<file path="config.mk">
export PLATFORM = sky130hd
export DESIGN_NAME = fetch_inst_queue
export DESIGN_NICKNAME = d
export VERILOG_FILES = /design/src/rtl/fetch_inst_queue_pkg.sv /design/src/rtl/fetch_inst_queue_iq_regfile.sv /design/src/rtl/fetch_inst_queue.sv
export SDC_FILE = /design/constraint.sdc
export NUM_CORES = 1
export LEC_CHECK = 0
export BUFFER_PORTS_ARGS = -buffer_cell sky130_fd_sc_hd__buf_2
export CAP_MARGIN = 20
export CORE_ASPECT_RATIO = 2
export CORE_MARGIN = 1
export CORE_UTILIZATION = 31
export DETAILED_ROUTE_END_ITERATION = 8
export PLACE_DENSITY = 0.53
export SYNTH_ARGS = -nofsm -noshare
export SYNTH_HDL_FRONTEND = slang
export SYNTH_SLANG_ARGS = --single-unit
</file>
<file path="constraint.sdc">
create_clock -name clk -period 13.9 [get_ports clk]
set_input_delay 1.39 -clock clk [delete_from_list [all_inputs] [get_ports clk]]
set_output_delay 1.39 -clock clk [all_outputs]
set_load 0.03 [all_outputs]
</file>
<file path="src/rtl/fetch_inst_queue_pkg.sv">
// Shared constants and types for the fetch instruction queue.
// Optional statistics ports are enabled with the IQ_STAT_EN macro.
package fetch_inst_queue_pkg;

  localparam int InstWidth = 32;
  localparam int IQDepth   = 8;
  localparam int IQEntryW  = 64;

  // One queued instruction: PC in the upper word, instruction in the lower word
  typedef struct packed {
    logic [InstWidth-1:0] pc;
    logic [InstWidth-1:0] inst;
  } iq_entry_t;

  // Words delivered by an 8-byte block: the upper word only when the PC points at it
  function automatic logic [1:0] fetch_words(input logic pc_bit2);
    return pc_bit2 ? 2'd1 : 2'd2;
  endfunction

endpackage

</file>
<file path="src/rtl/fetch_inst_queue_iq_regfile.sv">
// Queue entry storage: DEPTH entries, two write ports, two async read ports.
// Write port 1 wins on an index collision. Storage is not reset.
module iq_regfile
  import fetch_inst_queue_pkg::*;
#(
  parameter int DEPTH = IQDepth,
  parameter int AW    = 3
) (
  input  logic            clk,
  input  logic            we0,
  input  logic [AW-1:0]   wa0,
  input  iq_entry_t       wd0,
  input  logic            we1,
  input  logic [AW-1:0]   wa1,
  input  iq_entry_t       wd1,
  input  logic [AW-1:0]   ra0,
  output iq_entry_t       rd0,
  input  logic [AW-1:0]   ra1,
  output iq_entry_t       rd1
);

  iq_entry_t mem_q [DEPTH];

  // Entry writes; port 1 is applied last so it takes priority
  always_ff @(posedge clk) begin
    if (we0) mem_q[wa0] <= wd0;
    if (we1) mem_q[wa1] <= wd1;
  end

  assign rd0 = mem_q[ra0];
  assign rd1 = mem_q[ra1];

endmodule

</file>
<file path="src/rtl/fetch_inst_queue.sv">
// Instruction buffer between fetch and decode: accepts 1-2 words per cycle,
// issues 0-2 per cycle in program order. Flush discards all entries.
// Define IQ_STAT_EN to add the iq_count / iq_stall_cnt statistics ports.
module fetch_inst_queue
  import fetch_inst_queue_pkg::*;
#(
  parameter int DEPTH = IQDepth,
  parameter int AW    = 3
) (
  input  logic                 clk,
  input  logic                 rst,
  input  logic                 flush,
  input  logic                 fetch_valid,
  input  logic [InstWidth-1:0] fetch_pc,
  input  logic [InstWidth-1:0] fetch_inst0,
  input  logic [InstWidth-1:0] fetch_inst1,
  output logic                 fetch_ready,
  output logic                 out_valid0,
  output logic [InstWidth-1:0] out_pc0,
  output logic [InstWidth-1:0] out_inst0,
  output logic                 out_valid1,
  output logic [InstWidth-1:0] out_pc1,
  output logic [InstWidth-1:0] out_inst1,
  input  logic [1:0]           dec_accept
`ifdef IQ_STAT_EN
  ,
  output logic [AW:0]          iq_count,
  output logic [31:0]          iq_stall_cnt
`endif
);

  logic [AW:0] head_q, head_d, tail_q, tail_d, count_q, count_d;
  logic        wr_en;
  logic [1:0]  n_wr, n_pop;
  iq_entry_t   wd0, wd1, rd0, rd1;
  logic [AW-1:0] wa0, wa1, ra0, ra1;

  // Ready from the pre-pop count so dec_accept never reaches fetch_ready
  always_comb begin
    fetch_ready = (count_q <= (AW+1)'(DEPTH - 2));
    wr_en       = fetch_valid && fetch_ready && !flush;
    n_wr        = wr_en ? fetch_words(fetch_pc[2]) : 2'd0;
    // Illegal over-accept is clamped to what is actually held
    n_pop       = ((AW+1)'(dec_accept) > count_q) ? count_q[1:0] : dec_accept;
  end

  // Pointer and occupancy update; flush overrides both push and pop
  always_comb begin
    head_d  = head_q + (AW+1)'(n_pop);
    tail_d  = tail_q + (AW+1)'(n_wr);
    count_d = count_q + (AW+1)'(n_wr) - (AW+1)'(n_pop);
    if (flush) begin
      head_d  = '0;
      tail_d  = '0;
      count_d = '0;
    end
  end

  // Pointer and count state
  always_ff @(posedge clk or posedge rst) begin
    if (rst) begin
      head_q  <= '0;
      tail_q  <= '0;
      count_q <= '0;
    end else begin
      head_q  <= head_d;
      tail_q  <= tail_d;
      count_q <= count_d;
    end
  end

  // Write-port steering: a single-word block carries the upper word at tail
  always_comb begin
    wa0      = tail_q[AW-1:0];
    wa1      = tail_q[AW-1:0] + AW'(1);
    wd0.pc   = fetch_pc;
    wd0.inst = fetch_pc[2] ? fetch_inst1 : fetch_inst0;
    wd1.pc   = fetch_pc + 32'd4;
    wd1.inst = fetch_inst1;
    ra0      = head_q[AW-1:0];
    ra1      = head_q[AW-1:0] + AW'(1);
  end

  iq_regfile #(.DEPTH(DEPTH), .AW(AW)) u_rf (
    .clk (clk),
    .we0 (wr_en),
    .wa0 (wa0),
    .wd0 (wd0),
    .we1 (wr_en && !fetch_pc[2]),
    .wa1 (wa1),
    .wd1 (wd1),
    .ra0 (ra0),
    .rd0 (rd0),
    .ra1 (ra1),
    .rd1 (rd1)
  );

  assign out_valid0 = (count_q != '0);
  assign out_valid1 = (count_q >= (AW+1)'(2));
  assign out_pc0    = rd0.pc;
  assign out_inst0  = rd0.inst;
  assign out_pc1    = rd1.pc;
  assign out_inst1  = rd1.inst;

  // Decode must never take more than is held, nor the reserved value 3
  a_dec_accept: assert property (@(posedge clk) disable iff (rst || flush)
    (dec_accept != 2'b11) && ((AW+1)'(dec_accept) <= count_q));

`ifdef IQ_STAT_EN
  logic [31:0] stall_q, stall_d;

  // Saturating count of cycles where fetch was blocked; flush does not clear it
  always_comb begin
    stall_d = stall_q;
    if (fetch_valid && !fetch_ready && (stall_q != 32'hFFFF_FFFF))
      stall_d = stall_q + 32'd1;
  end

  // Stall counter state
  always_ff @(posedge clk or posedge rst) begin
    if (rst) stall_q <= '0;
    else     stall_q <= stall_d;
  end

  assign iq_count     = count_q;
  assign iq_stall_cnt = stall_q;
`endif

endmodule
</file>
Yosys cells after proc, flatten, opt, wreduce, memory -nomap -nowiden
Memories as Yosys holds them, arrays and structs flattened.
Index checks and enable logic that the tools add are counted.
- bits of input ports: 102
- word-level logic and storage cells: 31
- memories kept: 1
- memory bits (writable): 512
- output and inout port bits: 131
- bits in registers: 12
- memory list (name ; depth ; bits a word ; rd ports ; clocked after Yosys merged registers in ; write ports ; RTL line ; source):
    u_rf.mem_q ; 8 ; 64 ; 2 ; 0 ; 2 ; fetch_inst_queue_iq_regfile.sv:22 ; iq_entry_t mem_q [DEPTH];
- order comparisons: 3
- muxes and demuxes: 11
- add/subtract/negate cells: 7
- reduce and logical (&&, ||, !) cells: 6
- operators with widths (cell ; count):
    32-bit by 3-bit adder with 32-bit output, second input constant ; 1
    32-bit two-way mux ; 1
    4-bit by 2-bit adder with 4-bit output ; 3
    4-bit two-way mux ; 3
    3-bit by 1-bit adder with 3-bit output, second input constant ; 2
    2-bit two-way mux ; 3
    4-bit by 2-bit greater-or-equal comparator with 1-bit output, second input constant ; 1
    2-bit by 4-bit greater-than comparator with 1-bit output ; 1
    4-bit by 3-bit <= comparator with 1-bit output, second input constant ; 1
    1-bit two-way mux ; 4
    4-bit nonzero test ; 1
    4-bit by 2-bit subtractor with 4-bit output ; 1
    1-bit logical AND ; 3
    1-bit zero test ; 2

Logic depth before layout (Yosys ltp)
Gate-level depths: netlist (run 1).
- word-level depth: 7
- depth in mapped cells: 13
- mapped depth without buffers: 13

By module
From an unflattened synthesis (run 1), not the netlist that was laid out.
- cell total of the unflattened synthesis: 1744
- area total of the unflattened synthesis: 31012.2 um^2
- by module, submodules not included (module ; instances ; seq. area each (um^2) ; cells an instance ; area an instance (um^2)):
    iq_regfile ; 1 ; 15374.7 ; 1557 ; 29309.4
    fetch_inst_queue ; 1 ; 250.2 ; 187 ; 1702.9

Least setup slack after synthesis (run 1)
OpenSTA, ideal clock, no wires.
- kind: input to register
- from: input port flush
- to: memory u_rf.mem_q[0][0] in the netlist's numbering (enable)
- setup time: 0.585 ns
- buffers on the path: 0
- arrival time: 6.875 ns
- setup slack: 6.440 ns
- cell stages on the path: 3
- data required time: 13.315 ns
- cell sequence: nor4b_1 > nand2b_1 > o32ai_1
- RTL lines (what ; RTL line ; source):
    start, declared ; fetch_inst_queue.sv:12 ; input logic flush,
    end, declared ; fetch_inst_queue_iq_regfile.sv:22 ;

Worst setup path after layout (run 1)
- from: register head_q[0]
- to: output port out_pc1[2]
- longest elaborated chain between the ends: 2
- ends and longest elaborated chain (what ; RTL line ; source):
    start, declared ; fetch_inst_queue.sv:32 ; logic [AW:0] head_q, head_d, tail_q, tail_d, count_q, count_d;
    start signal, assigned ; fetch_inst_queue.sv:62 ; head_q <= '0;
    start signal, assigned ; fetch_inst_queue.sv:66 ; head_q <= head_d;
    3-bit by 1-bit adder with 3-bit output ; fetch_inst_queue.sv:81 ; ra1 = head_q[AW-1:0] + AW'(1);
    memory read 8 x 64 bit ; n/a ;
    end, declared ; fetch_inst_queue.sv:22 ; output logic [InstWidth-1:0] out_pc1,
Every way passes these cells.

==> impl_metrics.tcl, run 1 <==
set metrics [dict create \
    pre_cts_ws_ps 8511 \
    worst-setup-path-type "flop to output port" \
    period_needed_ps 5437 \
    most-common-layout-cells "512 x edfxtp_1, 392 x mux2_2, 256 x mux4_2, 232 x buf_2, 84 x xnor2_1" \
    dr.pass1.iters 4 \
    yosys_warnings 0 \
    cts.repair.resized 0 \
    syn-cell-area_um2 29920 \
    cp_max_fo 46 \
    die_area_um2 97850 \
    maxCapViolations 0 \
    yosysSeqAreaShare_pct 52.21 \
    gp_congestion 0.7532 \
    clk_pin_slew_ps 60 \
    hold_class "flop to flop" \
    area_delta_synth_final_pct 12.59 \
    status "finished clean" \
    wire_per_inst_um 28.79 \
    grt_pass1_wl_mm 130.6 \
    worst_pin_slew_ps 1135 \
    yosys_most_used_dff "edfxtp_1" \
    cts_hold_buffers 0 \
    h-tree-depth 2 \
    cts_tree "yes" \
    place_hpwl_mm 55.48 \
    port_buffers 232 \
    critical_path_arrival_ps 4050 \
    netlist_instances 1835 \
    worst_slack_ps 8463 \
    final_common_cell "edfxtp_1" \
    synth_top_area_share_pct 51.38 \
    leakagePower_nw 10.69 \
    hold_violations 0 \
    die_w_um 221.7 \
    dpl-instance-area_um2 31940 \
    post-cts-setup-buffer-count 0 \
    final_nets 2004 \
    numCtsBuffers 49 \
    cp.buffers_inverters 2 \
    core_um2 95290 \
    period_share_pct 39.12 \
    fin_skew_ps 19.24 \
    startpoint_type "flop" \
    grtUsageTotal_pct 18.36 \
    num_rows 160 \
    synth_edf_count 512 \
    synth_area_leaders "edfxtp_1 51%, mux4_2 19%, mux2_2 15%" \
    yosysTopAreaCell "edfxtp_1" \
    ios 233 \
    vias 17174 \
    slew_headroom_pct 23.73 \
    final_cell_area_um2 33690 \
    post-place-cells 3046 \
    drive_gt1_share_pct 53.28 \
    critPathSlowestCell "dfrtp_4" \
    cp-end-kind "output port" \
    cts_root_buffer "clkbuf_16" \
    drc 0 \
    cts_buffer_depth 3 \
    synth.avg_cell_area_um2 16.31 \
    ant_nets 0 \
    drtIter0Drc 937 \
    final_max_slew_viol_count 0 \
    grt_overflow 0 \
    ir_drop_v 0.0001972 \
    routed_via_density 5.473 \
    crit_chain "ha_4 -> buf_4 -> mux4_2 -> mux2_2 -> buf_2" \
    grt_pass1_vias 18809 \
    antenna_found_initial 11 \
    finalSetupViolations 0 \
    syn_nets 1955 \
    grt_max_degree 157 \
    cp_slowest_stage_delay_ps 960 \
    die_h_um 441.4 \
    max_freq_mhz 183.9 \
    start_util_pct 31.40 \
    fin_setup_tns_ps 0 \
    wl_mm 90.34 \
    yosysUniqueCellTypes 46 \
    crit_required_ps 12510 \
    ys_seq_elements 522 \
    clock_sinks 522 \
    cpLargestDelayFamily "flip-flops" \
    stdcell_count 3138 \
    async_flop_share_pct 1.916 \
    clk_latency_ps 620 \
    power.density_nw_per_um2 199.6 \
    rsz0062_at_grt "false" \
]
==> layout make-up <==
type | instances | area (um2)
clock inverters | 34 | 456.7
flip-flops and latches | 522 | 15640
inverters | 11 | 41.29
diodes | 1 | 2.502
repair buffers | 267 | 1444
multi-input cells | 1033 | 13320
fillers | 9122 | 61600
well taps | 1215 | 1520
clock buffers | 55 | 1270
==> final timing paths <==
kind                       depth (start not counted)  slack (ps)                         end           startpoint
setup / recovery                                   5        8460                  out_pc1[2]  head_q[0]$_DFF_PP0_
hold / removal                                     2         710         tail_q[2]$_DFF_PP0_  tail_q[2]$_DFF_PP0_
setup reg to reg                                   7        9510  u_rf.mem_q[3][6]$_DFFE_PP_  tail_q[0]$_DFF_PP0_
hold reg to reg                                    2         710         tail_q[2]$_DFF_PP0_  tail_q[2]$_DFF_PP0_
max in group asynchronous                          2       12780         head_q[0]$_DFF_PP0_                  rst
min in group asynchronous                          2         790        count_q[0]$_DFF_PP0_                  rst
==> synthesized netlist by cell type, types with 3 or more instances <==
cell and count:
mux2_1 33, and2_1 7, nor3_2 3, inv_1 11, nand2b_1 9, edfxtp_1 512, dfrtp_1 10, nand3_1 51
o21ai_0 6, mux2_2 392, mux4_2 256, xnor2_1 84, fa_1 4, or4_1 4, xor2_1 35, buf_6 6
buf_2 33, nor4_2 5, buf_1 22, buf_4 7, clkbuf_2 5, ha_1 14, nor4_1 19, nor3_1 11
or2_2 4, and3_1 3, clkbuf_1 196, nand2_1 18, nand4_1 38, nor2_1 13, nor2b_1 6
==> layer usage <==
layer	vias up	wire length, um	GRT usage (%)
met1	9142	34870	21.19
met2	498	49270	34.76
li1	7379	-	-
met3	143	3642	2.450
met4	12	2492	5.869
met5	-	75	0
==> cell families (layout without fill, tap and decap cells) <==
family / Yosys count / after routing / synth area share (%)
AOI/OAI and AO/OA: 16 / 16 / 0.3512
xor gates and xnor gates: 119 / 119 / 3.483
adders and majority gates: 18 / 18 / 0.8530
buffers and inverters: 280 / 367 / 3.909
DFF: 522 / 522 / 52.21
muxes: 681 / 681 / 35.26
other: 0 / 1 / 0
and+or+nand+nor: 199 / 199 / 3.930
==> metrics by stage <==
stage	utilization [%]	hold slack [ps]	total power, mW
after floorplan	-	589.2	4.353
after global placement	33.52	649.3	5.317
after detailed placement	33.52	693.8	5.342
after CTS	35.33	715.6	6.848
after global routing	35.36	762.6	7.028
final	35.36	713.8	6.724
==> registers in the layout (all words and copies together) (netlist names) <==
name	cells
u_rf.mem_q	512
count_q	4
head_q	3
tail_q	3
==> report_power, final <==
| group | internal, mW | total (mW) | switching, mW |
|---|---|---|---|
| clock | 0.862 | 1.49 | 0.630 |
| combinational | 1.38 | 3.31 | 1.93 |
| sequential | 1.81 | 1.92 | 0.112 |
==> worst register-to-register path, cell delays in order, from the launching register on <==
cell	delay, ps
dfrtp_1	580
ha_1	410
nor4bb_1	390
and3_1	220
buf_4	440
nand2_4	630
o21ai_4	620
buf_4	670
(Power assumes the default switching activity.)
==> inputs of run 2 (changes only) <==
==> constraint.sdc (replaced) <==
create_clock -name clk -period 5.5 [get_ports clk]
set_input_delay 0.55 -clock clk [delete_from_list [all_inputs] [get_ports clk]]
set_output_delay 0.55 -clock clk [all_outputs]
set_load 0.03 [all_outputs]
==> run 2 against run 1 <==
Clock-buffer cell count grew 6. Via count hardly changed. Clock power rose by 140%. Register-to-register slack got worse by 7800 ps. Die area unchanged. Cell count increased by 0.45%. Total power grew to 2.5 times the previous value. Critical path depth stayed put. Worst hold slack worse by 500 ps. Setup slack got worse by 7100 ps. Sequential cell count did not move.
==> impl_metrics.tcl, run 2 (same netlist as run 1, synthesis figures left out) <==
set metrics [dict create \
    status "finished clean" \
    cp-end-kind "output port" \
    largestRegisters "u_rf.mem_q: 512 flops, count_q: 4 flops" \
    drc 0 \
    maxCapViolations 0 \
    grt_max_degree 133 \
    num_rows 160 \
    cp_max_fo 29 \
    pre_cts_ws_ps 1463 \
    finalSetupViolations 0 \
    die_area_um2 97850 \
    grt_overflow 0 \
    die_h_um 441.4 \
    regMostFlops "u_rf.mem_q" \
    cp.buffers_inverters 2 \
    clk_pin_slew_ps 70 \
    hold_class "primary input to flop" \
    worst_pin_slew_ps 1124 \
    leakagePower_nw 10.69 \
    grtUsageTotal_pct 18.41 \
    cpLargestDelayFamily "multiplexers" \
    period_needed_ps 4121 \
    clk_latency_ps 630 \
    area_delta_synth_final_pct 12.89 \
    dpl-instance-area_um2 32060 \
    power.density_nw_per_um2 500.5 \
    ant_nets 0 \
    ios 233 \
    grt_pass1_vias 18928 \
    reg2reg_depth 6 \
    gp_congestion 0.7654 \
    dr.pass1.iters 4 \
    min_delay_path_depth 1 \
    cts_root_buffer "clkbuf_16" \
    fin_setup_tns_ps 0 \
    final_cell_area_um2 33780 \
    vias 17179 \
    cts.repair.resized 0 \
    die_w_um 221.7 \
    slew_headroom_pct 25.08 \
    path_depth 5 \
    cp_slowest_stage_delay_ps 750 \
    final_max_slew_viol_count 0 \
    drtIter0Drc 891 \
    rsz0062_at_grt "false" \
    ir_drop_v 0.0003208 \
    startpoint_type "flop" \
    h-tree-depth 2 \
    grt_pass1_wl_mm 131.2 \
    critical_path_arrival_ps 3570 \
    cts_tree "yes" \
    final_nets 2010 \
    port_buffers 232 \
    routed_via_density 5.450 \
    period_share_pct 74.92 \
    clock_sinks 522 \
    wl_mm 90.15 \
    fin_skew_ps 21.49 \
    drive_gt1_share_pct 53.26 \
    start_util_pct 31.40 \
    final_common_cell "edfxtp_1" \
    core_um2 95290 \
    numCtsBuffers 52 \
    most-common-layout-cells "512 x edfxtp_1, 392 x mux2_2, 256 x mux4_2, 231 x buf_2, 84 x xnor2_1" \
    worst-setup-path-type "flop to output port" \
    antenna_found_initial 12 \
    worst_slack_ps 1379 \
    wire_per_inst_um 28.60 \
    hold_violations 0 \
    place_hpwl_mm 54.11 \
    crit_required_ps 4950 \
    max_freq_mhz 242.7 \
    cts_buffer_depth 3 \
    largest_reg_flops 512 \
    critPathSlowestCell "ha_4" \
    crit_chain "ha_4 -> buf_4 -> mux4_2 -> mux2_2 -> buf_2" \
]
run 2: power breakdown:
part	leakage, nW	switching (mW)	internal [mW]
logic	5.13	4.98	3.52
registers	4.75	0.198	4.57
clock network	0.811	1.65	1.99
run 2: repair_timing:
item,4_1_cts,5_1_grt
hold buffers,1,0
endpoints found under the hold margin,10,0
buffers inserted,0,0
run 2: area by class of cell:
cell class / instances / area (um2)
fillers: 9021 / 61510
flip-flops and latches: 522 / 15640
multi-input cells: 1033 / 13330
repair buffers: 270 / 1559
well taps: 1215 / 1520
clock buffers: 61 / 1335
clock inverters: 37 / 354.1
inverters: 11 / 41.29
diodes: 3 / 7.507
run 2: final timing paths:
path	start	endpoint	slack (ps)
max in group asynchronous	rst	head_q[1]$_DFF_PP0_	4600
min	fetch_pc[1]	u_rf.mem_q[7][33]$_DFFE_PP_	210
min reg2reg	tail_q[2]$_DFF_PP0_	tail_q[2]$_DFF_PP0_	700
max reg2reg	tail_q[0]$_DFF_PP0_	u_rf.mem_q[0][10]$_DFFE_PP_	1700
min in group asynchronous	rst	tail_q[0]$_DFF_PP0_	520
max	head_q[0]$_DFF_PP0_	out_pc1[31]	1380
run 2: per-stage QoR:
stage | hold slack, ps | power, mW | instances | util, %
2_1_floorplan | 390.2 | 11.00 | 1835 | -
3_3_place_gp | 641.8 | 13.47 | 3049 | 33.64
3_5_place_dp | 644.2 | 13.53 | 3049 | 33.64
4_1_cts | 170.4 | 17.23 | 3148 | 35.43
5_1_grt | 189.0 | 17.69 | 3150 | 35.45
6_report | 208.9 | 16.91 | 3152 | 35.45
run 2: per-layer routing:
layer	vias to the layer above	GRT usage (%)	wire length (um)
li1	7409	-	-
met1	9137	20.68	34150
met2	485	35.23	49240
met3	132	3.041	4312
met4	16	5.500	2359
met5	-	0	91
